**src/rtl/pixel_stream_gen.sv**
```systemverilog
// Raster pixel-stream source: emits frames of 12-bit test-pattern pixels with
// X/Y coordinates, LVAL/FVAL framing, horizontal/vertical blanking and stall gaps.
module pixel_stream_gen #(
  parameter int unsigned H_ACTIVE = 1280,
  parameter int unsigned V_ACTIVE = 1024,
  parameter int unsigned H_BLANK  = 16,
  parameter int unsigned V_BLANK  = 4,
  parameter int unsigned CHK_LOG2 = 3,
  localparam int unsigned PIX_W   = 12,
  localparam int unsigned COORD_W = 11,
  localparam int unsigned FCNT_W  = 16
) (
  input  logic               iCLK,
  input  logic               iRST,
  input  logic               iSTART,
  input  logic               iSTOP,
  input  logic               iSTALL,
  input  logic [1:0]         iMODE,
  input  logic [PIX_W-1:0]   iCONST,
  output logic [PIX_W-1:0]   oDATA,
  output logic               oDVAL,
  output logic [COORD_W-1:0] oX_Cont,
  output logic [COORD_W-1:0] oY_Cont,
  output logic               oLVAL,
  output logic               oFVAL,
  output logic [FCNT_W-1:0]  oFRAME_CNT,
  output logic               oBUSY
);

  // A blank line lasts as long as a full active line plus its horizontal blank
  localparam int unsigned VB_CYC  = V_BLANK * (H_ACTIVE + H_BLANK);
  localparam int unsigned VB_LAST = (VB_CYC == 0) ? 0 : VB_CYC - 1;
  localparam int unsigned CNT_MAX = (VB_CYC > H_BLANK) ? VB_CYC : H_BLANK;
  localparam int unsigned CNT_W   = $clog2(CNT_MAX + 1);
  localparam bit          VB_SKIP = (V_BLANK == 0);

  typedef enum logic [1:0] {
    S_IDLE   = 2'd0,
    S_ACTIVE = 2'd1,
    S_HBLANK = 2'd2,
    S_VBLANK = 2'd3
  } state_t;

  state_t             state, state_nxt;
  logic [COORD_W-1:0] px, py, px_nxt, py_nxt;
  logic [CNT_W-1:0]   cnt, cnt_nxt;
  logic [1:0]         mode_q, mode_nxt;
  logic [PIX_W-1:0]   const_q, const_nxt;
  logic               stop_pend, stop_nxt;

  logic [PIX_W-1:0]   data_nxt;
  logic [COORD_W-1:0] x_nxt, y_nxt;
  logic [FCNT_W-1:0]  fcnt_nxt;
  logic               dval_nxt, lval_nxt, fval_nxt, busy_nxt;

  logic start_c, line_end_c, last_line_c, hb_done_c, vb_done_c;
  logic stop_now_c, restart_c, new_frame_c;

  // Pixel value for the selected pattern at coordinate (x, y)
  function automatic logic [PIX_W-1:0] pattern(input logic [1:0]         m,
                                               input logic [COORD_W-1:0] x,
                                               input logic [COORD_W-1:0] y,
                                               input logic [PIX_W-1:0]   c);
    logic [PIX_W-1:0] v;
    case (m)
      2'd0:    v = {1'b0, x};
      2'd1:    v = {1'b0, y};
      2'd2:    v = (x[CHK_LOG2] ^ y[CHK_LOG2]) ? {PIX_W{1'b1}} : {PIX_W{1'b0}};
      default: v = c;
    endcase
    return v;
  endfunction

  // Shared decode of frame/line boundary events
  assign start_c     = (state == S_IDLE) && iSTART;
  assign line_end_c  = (state == S_ACTIVE) && !iSTALL && (px == COORD_W'(H_ACTIVE - 1));
  assign last_line_c = (py == COORD_W'(V_ACTIVE - 1));
  assign hb_done_c   = (state == S_HBLANK) && (cnt == CNT_W'(H_BLANK - 1));
  assign vb_done_c   = ((state == S_VBLANK) && (cnt == CNT_W'(VB_LAST))) ||
                       (VB_SKIP && hb_done_c && last_line_c);
  assign stop_now_c  = stop_pend | iSTOP;
  assign restart_c   = vb_done_c && !stop_now_c;
  assign new_frame_c = start_c || restart_c;

  // State register
  always_ff @(posedge iCLK or negedge iRST) begin
    if (!iRST) state <= S_IDLE;
    else       state <= state_nxt;
  end

  // Next-state logic
  always_comb begin
    state_nxt = state;
    case (state)
      S_IDLE:   if (iSTART) state_nxt = S_ACTIVE;
      S_ACTIVE: if (line_end_c) state_nxt = S_HBLANK;
      S_HBLANK: begin
        if (hb_done_c) begin
          if (!last_line_c)  state_nxt = S_ACTIVE;
          else if (!VB_SKIP) state_nxt = S_VBLANK;
        end
      end
      default: ;
    endcase
    // End of vertical blank (or of the last line when there is none)
    if (vb_done_c) state_nxt = stop_now_c ? S_IDLE : S_ACTIVE;
  end

  // Next values of the outputs, pixel pointer, blank counter and frame latches
  always_comb begin
    data_nxt  = oDATA;
    dval_nxt  = 1'b0;
    x_nxt     = oX_Cont;
    y_nxt     = oY_Cont;
    lval_nxt  = 1'b0;
    fval_nxt  = oFVAL;
    fcnt_nxt  = oFRAME_CNT;
    busy_nxt  = oBUSY;
    px_nxt    = px;
    py_nxt    = py;
    cnt_nxt   = '0;
    mode_nxt  = mode_q;
    const_nxt = const_q;
    stop_nxt  = stop_pend;

    if ((state != S_IDLE) && iSTOP) stop_nxt = 1'b1;

    case (state)
      S_ACTIVE: begin
        lval_nxt = 1'b1;
        if (!iSTALL) begin
          dval_nxt = 1'b1;
          data_nxt = pattern(mode_q, px, py, const_q);
          x_nxt    = px;
          y_nxt    = py;
          if (line_end_c) begin
            px_nxt = '0;
            if (last_line_c) fval_nxt = 1'b0;
          end else begin
            px_nxt = px + COORD_W'(1);
          end
        end
      end
      S_HBLANK: begin
        if (!hb_done_c) begin
          cnt_nxt = cnt + CNT_W'(1);
        end else if (!last_line_c) begin
          py_nxt = py + COORD_W'(1);
          px_nxt = '0;
        end else begin
          fcnt_nxt = oFRAME_CNT + FCNT_W'(1);
        end
      end
      S_VBLANK: begin
        if (!vb_done_c) cnt_nxt = cnt + CNT_W'(1);
      end
      default: ;
    endcase

    // Stream ends after the blanking of a frame with a stop request
    if (vb_done_c && stop_now_c) begin
      busy_nxt = 1'b0;
      x_nxt    = '0;
      y_nxt    = '0;
      stop_nxt = 1'b0;
    end

    // Frame start: latch pattern controls and present (0,0) on this edge
    if (new_frame_c) begin
      mode_nxt  = iMODE;
      const_nxt = iCONST;
      busy_nxt  = 1'b1;
      lval_nxt  = 1'b1;
      px_nxt    = '0;
      py_nxt    = '0;
      if (start_c) stop_nxt = iSTOP;
      if (!iSTALL) begin
        dval_nxt = 1'b1;
        data_nxt = pattern(iMODE, COORD_W'(0), COORD_W'(0), iCONST);
        x_nxt    = '0;
        y_nxt    = '0;
        fval_nxt = 1'b1;
        px_nxt   = COORD_W'(1);
      end
    end
  end

  // Registered outputs and datapath state
  always_ff @(posedge iCLK or negedge iRST) begin
    if (!iRST) begin
      oDATA      <= '0;
      oDVAL      <= 1'b0;
      oX_Cont    <= '0;
      oY_Cont    <= '0;
      oLVAL      <= 1'b0;
      oFVAL      <= 1'b0;
      oFRAME_CNT <= '0;
      oBUSY      <= 1'b0;
      px         <= '0;
      py         <= '0;
      cnt        <= '0;
      mode_q     <= '0;
      const_q    <= '0;
      stop_pend  <= 1'b0;
    end else begin
      oDATA      <= data_nxt;
      oDVAL      <= dval_nxt;
      oX_Cont    <= x_nxt;
      oY_Cont    <= y_nxt;
      oLVAL      <= lval_nxt;
      oFVAL      <= fval_nxt;
      oFRAME_CNT <= fcnt_nxt;
      oBUSY      <= busy_nxt;
      px         <= px_nxt;
      py         <= py_nxt;
      cnt        <= cnt_nxt;
      mode_q     <= mode_nxt;
      const_q    <= const_nxt;
      stop_pend  <= stop_nxt;
    end
  end

endmodule

```
**config.mk**
```make
export PLATFORM = sky130hd
export DESIGN_NAME = pixel_stream_gen
export DESIGN_NICKNAME = d
export VERILOG_FILES = /design/src/rtl/pixel_stream_gen.sv
export SDC_FILE = /design/constraint.sdc
export NUM_CORES = 1
export LEC_CHECK = 0
export ABC_AREA = 1
export CAP_MARGIN = 20
export CORE_MARGIN = 4
export CORE_UTILIZATION = 50
export DETAILED_ROUTE_END_ITERATION = 8
export PLACE_DENSITY = 0.73
export SETUP_SLACK_MARGIN = 0.4
export SLEW_MARGIN = 20
export SYNTH_ARGS = -nofsm -noshare
export SYNTH_HDL_FRONTEND = slang
export SYNTH_SLANG_ARGS = --single-unit
export TNS_END_PERCENT = 50
```
**constraint.sdc**
```tcl
create_clock -name iCLK -period 4.3 [get_ports iCLK]
set_clock_uncertainty 0.1 [all_clocks]
set_input_delay 0.645 -clock iCLK [delete_from_list [all_inputs] [get_ports iCLK]]
set_output_delay 0.645 -clock iCLK [all_outputs]
set_load 0.01 [all_outputs]
```
; After elaboration in Yosys (flattened, before gate mapping)
; Cells that the tools add are included.
[op_classes]
add_sub_neg = 4
eq_ne = 18
muxes = 56
bitwise_logic = 2
n_reduce_logical = 25
[op_table]
columns = op, count
row1 = two-way mux 11 bit, 19
row2 = two-way mux 12 bit, 6
row3 = case mux 12 bit (3 select lines), 1
row4 = two-way mux 13 bit, 2
row5 = case mux 13 bit (2 select lines), 1
row6 = "adder 11 x 1 -> 11 bit, second input constant", 2
row7 = case mux 11 bit (2 select lines), 1
row8 = two-way mux 1 bit, 20
row9 = "inequality test 3 bit, second input constant", 6
row10 = "adder 16 x 1 -> 16 bit, second input constant", 1
row11 = "adder 13 x 1 -> 13 bit, second input constant", 1
row12 = "== test 13 bit, second input constant", 1
row13 = "== test 13 x 4 -> 1 bit, second input constant", 1
row14 = "== test 11 x 10 -> 1 bit, second input constant", 1
row15 = "== test 11 bit, second input constant", 1
row16 = two-way mux 2 bit, 5
row17 = "== test 2 bit, second input constant", 4
row18 = logical AND 1 bit, 8
row19 = AND reduction 4 bit, 2
row20 = nonzero test 2 bit, 4
row21 = "== test 2 x 1 -> 1 bit, second input constant", 3
row22 = logical NOT 2 bit, 3
row23 = case mux 2 bit (3 select lines), 1
row24 = AND reduction 3 bit, 2
row25 = other kinds (8), 9
[totals]
regBits = 106
input_bits = 19
out_inout_bits = 54

; Logic depth before layout (Yosys ltp)
[depth]
depth_word = 8
depth_mapped = 12

; Worst setup path before layout
; OpenSTA, ideal clock, no wires.
[synth_timing]
kind = flip-flop to flip-flop
from = register state[0]
to = register cnt[11]
setup_time_ps = 120
arrival_time_ps = 1613
path_slack_ps = 2467
stages_incl_launch_ff = 10
cell_sequence = dfrtp_1 inv_1 ha_1 buf_2 nand3_1 nor2_2 nand2_1 nand2_1 nand2_1 and3_1
[synth_via]
elab_chain_cells = 4
word_cells_on_any_way = 7
[synth_lines]
columns = element, line
row1 = start: declaration, 44  ; state_t state, state_nxt;
row2 = start signal: assignment, 88  ; else state <= state_nxt;
row3 = "== test 2 bit, on equally long branches", "79, 128, 78"
row4 = "logical AND 1 bit, on equally long branches", "79, 78"
row5 = "two-way mux 13 bit, on equally long branches", "155, 145"
row6 = case mux 13 bit (2 select lines) (*), 128  ; case (state)
row7 = named net cnt_nxt[11], 46  ; logic [CNT_W-1:0] cnt, cnt_nxt;
row8 = end signal: assignment, 216  ; cnt <= cnt_nxt;
row9 = end: declaration, 46
; Mark *: on every way through the listed nets, which the timed path passes. The rest lies on a longest branch.
; A chain may end at the register's enable or synchronous reset.

; Worst setup path after layout
[layout_timing]
from = input port iSTOP
to = register oY_Cont[5]
[layout_via]
elab_chain_cells = 5
word_cells_on_any_way = 8
[layout_lines]
columns = element, line
row1 = start: declaration, 16  ; input logic iSTOP,
row2 = bitwise OR 1 bit (*), 81  ; assign stop_now_c = stop_pend | iSTOP;
row3 = logical AND 1 bit or logical NOT 1 bit (tied branches), "161, 82"
row4 = two-way mux 11 bit or logical AND 1 bit (tied branches), "161, 82"
row5 = two-way mux 11 bit or logical OR 1 bit (tied branches), "177, 83"
row6 = two-way mux 11 bit (*), 169  ; if (new_frame_c) begin
row7 = named net y_nxt[5], 52  ; logic [COORD_W-1:0] x_nxt, y_nxt;
row8 = end signal: assignment, 209  ; oY_Cont <= y_nxt;
row9 = end: declaration, 23  ; output logic [COORD_W-1:0] oY_Cont,
; Marks and branches as above.

==> flow_summary.json <==
{
  "rsz0062_at_grt": "false",
  "yosysTopAreaCellShare_pct": 45.84,
  "met2WireLength_um": 6884,
  "synthMuxAreaShare_pct": 0,
  "avgViaCountPerCell": 5.444,
  "synth_top_cell_by_area": "dfrtp_1",
  "cts.sinks": 106,
  "die_h_um": 115.6,
  "cts_buffers": 9,
  "post_cts_buffers": 0,
  "maxCapViolations": 0,
  "max_stage_delay_ns": 0.44,
  "path_delay_family": "simple AND/OR/NAND/NOR gates",
  "overflow": 0,
  "synth_top_family_by_area": "simple AND/OR/NAND/NOR gates",
  "htree_num_levels": 3,
  "path_class": "input port to flip-flop",
  "ir_drop_v": 0.0004761,
  "fin_crit_ns": 2.610,
  "dr.pass1.iters": 5,
  "timing.fmax_mhz": 383.1,
  "cts_resized": 0,
  "gp_congestion": 0.8888,
  "final_layout_size_suffix_gt1_share_pct": 5.868,
  "crit_path_end_kind": "flip-flop",
  "hold_viol": 0,
  "clk_latency_ns": 0.36,
  "critPathRequiredTime_ns": 4.40,
  "coreArea_sq_um": 11370,
  "outcome": "complete, no violations",
  "dieWidth_um": 115.6,
  "ys_types": 38,
  "dp_hpwl_um": 10410,
  "ys.flop_type": "dfrtp_1",
  "post-route-util_pct": 60.99,
  "grt_pass1_wl_um": 24230,
  "gr-usage-all-layers_pct": 22.81,
  "timing.final.crit_share_pct": 60.71,
  "grt_start_max_net_pins": 66,
  "path_cells": "clkdlybuf4s50_1 > nor2_1 > nand3_4 > nand2_4 > nand2_4 > o21ai_2 > nor2_1",
  "synth_edf_count": 0,
  "finalSetupViolCount": 0,
  "hold_path.class": "flip-flop to flip-flop",
  "synthSimpleGateAreaFrac_pct": 35.07,
  "max-clock-path-buffers": 2,
  "clk_pin_slew_ns": 0.07,
  "synth_nets": 779,
  "drtIter0Drc": 516,
  "drc_errors": 0,
  "start_util_pct": 50.90,
  "p_per_area_nw_per_um2": 569.5,
  "critical_path_buf_inv_count": 1,
  "num_rows": 39,
  "synth_area_sq_um": 5787,
  "synth_xor_area_share_pct": 3.178,
  "synth.most_common_cell": "nand2_1",
  "antenna_found_initial": 0,
  "critPathLaunchType": "input port",
  "cp.arrival_ns": 2.71,
  "grt_pass1_vias": 4952,
  "syn-mean-instance-area_sq_um": 7.695,
  "syn_to_final_growth_pct": 19.83,
  "ys_async_sr_fraction_pct": 100.0,
  "tns_ns": 0,
  "syn_inst": 752,
  "cts-root-buf": "clkbuf_16",
  "p_leak_nw": 3.247,
  "cp_slowest_cell": "clkdlybuf4s50_1",
  "cp_max_fo": 25,
  "ys_warn_count": 0,
  "die-area_sq_um": 13360,
  "ys_seq_area_share_pct": 45.84,
  "synthTopCellsByArea": "dfrtp_1 (46%), nand2_1 (16%), nand3_1 (5.1%), nor2_1 (4.9%), o21ai_0 (3.6%)",
  "io_buffers": 72,
  "place_ws_ns": 1.365,
  "ios": 73,
  "synth_seq_cells": 106,
  "worst_slack_ns": 1.690,
  "cts_tree": "done",
  "ant_nets": 0,
  "synth-compound-area-share_pct": 7.719,
  "relSlewSlack_pct": 38.20,
  "nNetsFinal": 840,
  "routed_wirelength_um": 14740,
  "num_antenna_cells": 0,
  "synth_commonest_cells": "nand2_1 (253), dfrtp_1 (106), nor2_1 (75)",
  "vias": 5232,
  "wl_met1_um": 6807,
  "avgRoutedWirePerCell_um": 15.34,
  "maxSlewViolCount": 0,
  "worst_slew_pin_slew_ns": 0.9269,
  "top_layer_used": "met4",
  "wl_met3_um": 753,
  "synth_adder_area_share_pct": 1.730
}
-- worst register-to-register path, cell delays in order, from the launching register on --
cell	delay [ns]
dfrtp_1	0.41
inv_1	0.11
ha_1	0.24
inv_1	0.15
nor2_2	0.48
buf_4	0.43
nand4_1	0.23
nand3_1	0.12
o21ai_0	0.08
nand3_1	0.09
nand2_1	0.05
-- cell usage in the layout, fill, tap and decap left out, types with 2 or more instances in the layout --
cell type	instances
nor3_1	7
nor4_1	2
o31ai_1	3
nor2_4	4
nand2_4	2
a21oi_1	20
xnor2_1	10
nand3_1	59
bufinv_16	4
inv_1	55
and3_1	2
nand2_2	2
nand3_2	2
dfrtp_1	106
nor2_2	6
inv_2	3
xor2_1	11
nor2_1	75
buf_4	4
ha_1	8
o21ai_0	42
nand4_2	2
clkbuf_16	9
nand4_1	28
nand3_4	3
nand2_1	253
o211ai_1	11
clkdlybuf4s50_1	71
-- metrics by stage --
step           total power [mW]  cells  cell area, sq um  hold WS (ns)
4_1_cts                   3.964    961              6934        0.3769
2_1_floorplan             2.358    752              5787        0.2494
6_report                  3.949    961              6934        0.3738
3_3_place_gp              2.894    944              6556        0.3320
3_5_place_dp              2.929    944              6556        0.3324
5_1_grt                   4.208    961              6934        0.4069
-- metal layers --
| layer | vias up | track usage (%) |
|---|---|---|
| li1 | 2563 | - |
| met1 | 2489 | 31.37 |
| met2 | 153 | 36.15 |
| met3 | 27 | 5.065 |
| met4 | 0 | 7.199 |
| met5 | - | 0 |
-- where the power goes --
| group | switching (mW) | internal, mW | total (mW) |
|---|---|---|---|
| Combinational | 0.879 | 0.596 | 1.47 |
| Clock | 0.373 | 0.643 | 1.02 |
| Sequential | 0.193 | 1.27 | 1.46 |
-- what timing repair did --
action / 4_1_cts / 5_1_grt
setup endpoints to repair: 0 / 0
hold buffers: 1 / 0
hold endpoints to repair: 1 / 0
-- final timing paths --
check	startpoint	endpoint	slack (ns)	cells past startpoint
setup / recovery	iSTOP	oY_Cont[5]	1.69	7
hold / removal	cnt[0]	cnt[0]	0.37	1
setup reg to reg	state[1]	px[0]	1.71	10
hold reg to reg	cnt[0]	cnt[0]	0.37	1
max in group asynchronous	iRST	oDATA[6]	2.60	3
min in group asynchronous	iRST	cnt[8]	0.50	2
-- cell families (layout without fill, tap and decap cells) --
group | count (synthesis) | in the layout
AND/OR/NAND/NOR | 452 | 452
AO/OA/AOI/OAI | 80 | 80
flip-flops | 106 | 106
buffers and inverters | 85 | 151
adder cells (fa/ha/maj) | 8 | 8
XOR/XNOR | 21 | 21
-- cell type report --
cell class,instances,area [sq um]
fillers,1019,4436
clock buffers,11,242.7
clock inverters,5,125.1
inverters,59,224.0
repair buffers,76,750.7
well taps,143,178.9
flip-flops and latches,106,2653
multi-input cells,561,2760
-- sequential cells by signal, summed over array words and instances (netlist names), 11 cells and up, named ones only --
signal / flops
cnt: 13
const_q: 12
oDATA: 12
oFRAME_CNT: 16
oX_Cont: 11
oY_Cont: 11
px: 11
py: 11
Note: power is estimated with default switching activity, not from simulation.
==> RTL edit 1, RTL diff (config.mk and constraints unchanged) <==
Reset style: synchronous (`iRST`), changed in 2 clocked blocks.
--- a/src/rtl/pixel_stream_gen.sv
+++ b/src/rtl/pixel_stream_gen.sv
@@ -84,5 +84,5 @@
 
   // State register
-  always_ff @(posedge iCLK or negedge iRST) begin
+  always_ff @(posedge iCLK) begin
     if (!iRST) state <= S_IDLE;
     else       state <= state_nxt;
@@ -187,5 +187,5 @@
 
   // Registered outputs and datapath state
-  always_ff @(posedge iCLK or negedge iRST) begin
+  always_ff @(posedge iCLK) begin
     if (!iRST) begin
       oDATA      <= '0;
Behaviour: differs if iRST is asserted again (counterexample within 4 cycles, from zero or initial values and one cycle with iRST low); with iRST held inactive, the same outputs for 10 cycles.
==> RTL edit 1 against the original RTL <==
Routed wire length is 5.1% lower. Cell area decreased by 10%. Non-clock buffer count fell by 2. Fmax rose by 5.4%. Worst hold slack got worse by 0.029 ns. Setup slack better by 0.13 ns. Total power fell by 35%. Area after synthesis down 8.6%. Utilization is 0.55 points lower. Sequential power shrank 20%. Sequential cell count is the same.
==> RTL edit 1: results (changes against the original RTL) <==
\begin{tabular}{lr}
\hline
Metric & Value \\
\hline
\multicolumn{2}{l}{\textbf{Outcome}} \\
Run status & completed \\
\multicolumn{2}{l}{\textbf{Power and ir drop}} \\
Leakage power & 0.00237 µW (-27\%) \\
\multicolumn{2}{l}{\textbf{Global route}} \\
Vias in the first global route & 4787 (-3.3\%) \\
Met2 usage & 0.367 (+0.00541) \\
Maximum number of pins on one net before global-route repair & 42 (-36\%) \\
Global-route met1 utilization & 0.284 (-0.0299) \\
All-Layer GR Usage & 0.223 (-0.00469) \\
First-pass GRT wire length & 22800 µm (-5.8\%) \\
\multicolumn{2}{l}{\textbf{Logic synthesis}} \\
Post-Syn Nets & 790 (+1.4\%) \\
Cell types with the highest counts after synthesis & sky130\_fd\_sc\_hd\_\_nand2\_1 (140), sky130\_fd\_sc\_hd\_\_nor2\_1 (139), sky130\_fd\_sc\_hd\_\_dfxtp\_1 (106), sky130\_fd\_sc\_hd\_\_a21oi\_1 (61), sky130\_fd\_sc\_hd\_\_inv\_1 (57) \\
Sequential area share after synthesis & 0.401 (-0.0571) \\
Cell types with the largest area share after synthesis & sky130\_fd\_sc\_hd\_\_dfxtp\_1 (40\%), sky130\_fd\_sc\_hd\_\_nand2\_1 (9.9\%), sky130\_fd\_sc\_hd\_\_nor2\_1 (9.9\%) \\
Most instantiated flip-flop cell in the synthesis netlist & sky130\_fd\_sc\_hd\_\_dfxtp\_1 \\
\multicolumn{2}{l}{\textbf{Routing}} \\
Routed wire length on met3 & 956 µm (+27\%) \\
Via count & 5207 (-0.48\%) \\
Routed wl met2 & 6440 µm (-6.5\%) \\
Routed metal-1 wirelength & 6240 µm (-8.3\%) \\
\multicolumn{2}{l}{\textbf{Final layout}} \\
Share of cells above drive strength 1 & 0.0487 (-0.0100) \\
Final \#Nets & 846 (+0.71\%) \\
\multicolumn{2}{l}{\textbf{CTS}} \\
Clk Tree Root Cell & sky130\_fd\_sc\_hd\_\_clkbuf\_8 \\
Clock network latency to the later pin of the worst-skew pair & 0.38 ns (+0.02 ns) \\
\multicolumn{2}{l}{\textbf{Setup path}} \\
Data arrival time of the critical path & 2.61 ns (-0.10 ns) \\
Worst setup slack for register-to-register paths & 1.82 ns (+0.11 ns) \\
Slowest cell on the critical path & sky130\_fd\_sc\_hd\_\_o211ai\_2 \\
Highest fanout seen on the critical path & 34 (+36\%) \\
\multicolumn{2}{l}{\textbf{Place}} \\
Area of placed instances & 6070 µm² (-7.5\%) \\
Setup WS pre-CTS & 1.43 ns (+0.0645 ns) \\
Placer Congestion & 0.893 (+0.52\%) \\
\multicolumn{2}{l}{\textbf{STA}} \\
Time the worst path needs with I/O delays and setup & 2.48 ns (-0.135 ns) \\
Worst-margin pin slew & 1.03 ns (+0.103 ns) \\
\hline
\end{tabular}
-- RTL edit 1: cell count changes after synthesis, sizes merged, moves of 10 or more --
cell,delta
nand2,-112
nor2,+61
o21ai,+18
nand4,-16
a22oi,+11
dfxtp,+106
mux2i,+11
a21oi,+41
dfrtp,-106
o211ai,-10
-- RTL edit 1: power breakdown --
part | total (µW) | internal (µW) | switching, µW
registers | 1170 | 1080 | 83.3
logic | 813 | 288 | 525
clock network | 588 | 263 | 325
-- RTL edit 1: cell type report --
type                            instances  area (µm²)  share of cell area
Clock inverter                          3        42.5             0.00682
Inverter                               65         244              0.0391
Clock buffer                           11         131              0.0211
Timing Repair Buffer                   74         736               0.118
Tap cell                              136         170              0.0273
Sequential cell                       106        2120               0.340
Multi-Input combinational cell        563        2790               0.448
-- RTL edit 1: cell families (layout without fill, tap and decap cells) --
family / Yosys count / count (layout) / share of synthesized area
AOI/OAI and AO/OA: 139 / 139 / 0.140
xor gates and xnor gates: 22 / 22 / 0.0364
adders and majority gates: 8 / 8 / 0.0189
buffers and inverters: 94 / 153 / 0.0705
DFF: 106 / 106 / 0.401
muxes: 11 / 11 / 0.0208
and+or+nand+nor: 383 / 383 / 0.312
-- RTL edit 1: how the worst min path moves through the flow --
stage,startpoint,endpoint,slack (ns),cells past startpoint
2_1_floorplan,cnt[0],cnt[0],0.31,1
3_3_place_gp,cnt[0],cnt[0],0.33,1
3_5_place_dp,cnt[0],cnt[0],0.34,1
4_1_cts,cnt[0],cnt[0],0.35,1
5_1_grt,cnt[0],cnt[0],0.37,1
6_report,cnt[0],cnt[0],0.34,1
==> RTL edit 2, RTL diff (same flow settings) <==
Made on the original files. `H_ACTIVE`: 1280 -> 640.
--- a/src/rtl/pixel_stream_gen.sv
+++ b/src/rtl/pixel_stream_gen.sv
@@ -2,5 +2,5 @@
 // X/Y coordinates, LVAL/FVAL framing, horizontal/vertical blanking and stall gaps.
 module pixel_stream_gen #(
-  parameter int unsigned H_ACTIVE = 1280,
+  parameter int unsigned H_ACTIVE = 640,
   parameter int unsigned V_ACTIVE = 1024,
   parameter int unsigned H_BLANK  = 16,
Formal check against the unedited RTL: no difference found for any inputs over 10 cycles, from zero or initial values and one cycle with iRST low; that may be too few to reach the edited logic, so the function may still have changed.
==> RTL edit 2 against the original RTL <==
Count of clock-buffer cells in the layout decreased by 1. Cell area decreased by 2.9%. Sequential share of layout area increased by 0.77 points. Utilization increased by 0.32 points. Setup slack got worse by 0.16 ns. Routed wire length decreased by 3.3%. Sequential cell count decreased by 1. Area after synthesis decreased by 1.9%. Critical path type is now flip-flop to flip-flop.
Power is not compared: it rests on default switching activity, and its combinational part moved more than twofold at a synthesized area within 25%.
==> RTL edit 2: results (changes against the original RTL) <==
\begin{tabular}{lr}
\hline
Metric & Value \\
\hline
\multicolumn{2}{l}{\textbf{Logic synthesis}} \\
Cell types with the largest area share after synthesis & sky130\_fd\_sc\_hd\_\_dfrtp\_1 (46\%), sky130\_fd\_sc\_hd\_\_nand2\_1 (16\%), sky130\_fd\_sc\_hd\_\_nand3\_1 (7.6\%) \\
Post-synthesis compound-gate area fraction & 0.0831 (+0.00591) \\
Xor/xnor cell area share of the yosys netlist & 0.0293 (-0.00247) \\
Cell types with the highest counts after synthesis & sky130\_fd\_sc\_hd\_\_nand2\_1 (236), sky130\_fd\_sc\_hd\_\_dfrtp\_1 (105), sky130\_fd\_sc\_hd\_\_nand3\_1 (86), sky130\_fd\_sc\_hd\_\_nor2\_1 (70), sky130\_fd\_sc\_hd\_\_inv\_1 (55) \\
Sequential area share after synthesis & 0.463 (+0.00448) \\
Distinct cells, synth & 33 (-13\%) \\
\multicolumn{2}{l}{\textbf{Setup path}} \\
Data arrival time of the critical path & 2.91 ns (+0.20 ns) \\
Highest fanout seen on the critical path & 15 (-40\%) \\
Slowest cell on the critical path & sky130\_fd\_sc\_hd\_\_ha\_1 \\
Delay of the slowest cell on the worst path & 0.64 ns (+0.20 ns) \\
Capture point of the worst reg-to-reg path & px[9] \\
Worst setup slack for register-to-register paths & 1.53 ns (-0.18 ns) \\
\multicolumn{2}{l}{\textbf{Final layout}} \\
Final \#Nets & 832 (-0.95\%) \\
Filler cell count in the final layout & 994 (-2.5\%) \\
\multicolumn{2}{l}{\textbf{Routing}} \\
Routed wire length on met3 & 815 µm (+8.2\%) \\
First DRT Iteration DRCs & 443 (-14\%) \\
Routed wire length per instance & 15.0 µm (-2.2\%) \\
\multicolumn{2}{l}{\textbf{Global route}} \\
All-Layer GR Usage & 0.227 (-0.00101) \\
Vias in the first global route & 5096 (+2.9\%) \\
First-pass GRT wire length & 24000 µm (-0.99\%) \\
Maximum number of pins on one net before global-route repair & 81 (+23\%) \\
\multicolumn{2}{l}{\textbf{STA}} \\
Worst slew slack as a fraction of its limit & 0.319 (-0.0631) \\
\multicolumn{2}{l}{\textbf{Outcome}} \\
Run status & completed \\
\multicolumn{2}{l}{\textbf{Place}} \\
Placer Congestion & 0.941 (+5.9\%) \\
\multicolumn{2}{l}{\textbf{Worst hold path}} \\
Tightest Hold Check Type & input port to asynchronous set/reset pin \\
\hline
\end{tabular}
-- RTL edit 2: cell count changes after synthesis, sizes merged, moves of 3 or more --
cell / unedited run / this run
a21oi: 20 / 23
nand2: 257 / 243
nor2: 86 / 78
nand3: 64 / 88
xnor2: 10 / 5
o21ai: 44 / 48
xor2: 11 / 14
nor3: 7 / 14
nand4: 30 / 14
buf: 13 / 18
-- RTL edit 2: power by group --
group,switching [µW],total (µW),internal (µW)
Clock,392,809,416
Combinational,126,237,110
Sequential,57.7,1090,1030
Total,576,2140,1560
-- RTL edit 2: routing by layer --
metal	GRT usage	vias up
met2	0.381	162
met4	0.0784	0
met5	0	-
li1	-	2547
met3	0.0592	37
met1	0.284	2489
-- RTL edit 2: logic make-up (layout without fill, tap and decap cells) --
group           after synthesis  after routing
simple gates                442            442
xor+xnor                     19             19
compound gates               86             86
buf+inv                      88            150
fa+ha+maj                     8              8
flops                       105            105
-- RTL edit 2: cell type report --
class                           count  area (µm²)  share of cell area
Multi-Input combinational cell    555        2680               0.398
Sequential cell                   105        2630               0.390
Timing Repair Buffer               75         744               0.111
Clock buffer                       10         239              0.0355
Inverter                           59         221              0.0329
Tap cell                          140         175              0.0260
Clock inverter                      6        48.8             0.00725
-- RTL edit 2: through the flow --
step / hold WS, ns / setup WS, ns / instance area (µm²) / std cells / power, µW
finish: 0.211 / 1.53 / 6730 / 950 / 2140
detailed placement: 0.359 / 1.52 / 6440 / 934 / 1350
floorplan: 0.249 / 2.49 / 5680 / 748 / 1220
global placement: 0.355 / 1.59 / 6440 / 934 / 1340
CTS: 0.376 / 1.58 / 6730 / 950 / 2150
global route: 0.276 / 1.30 / 6730 / 950 / 2230
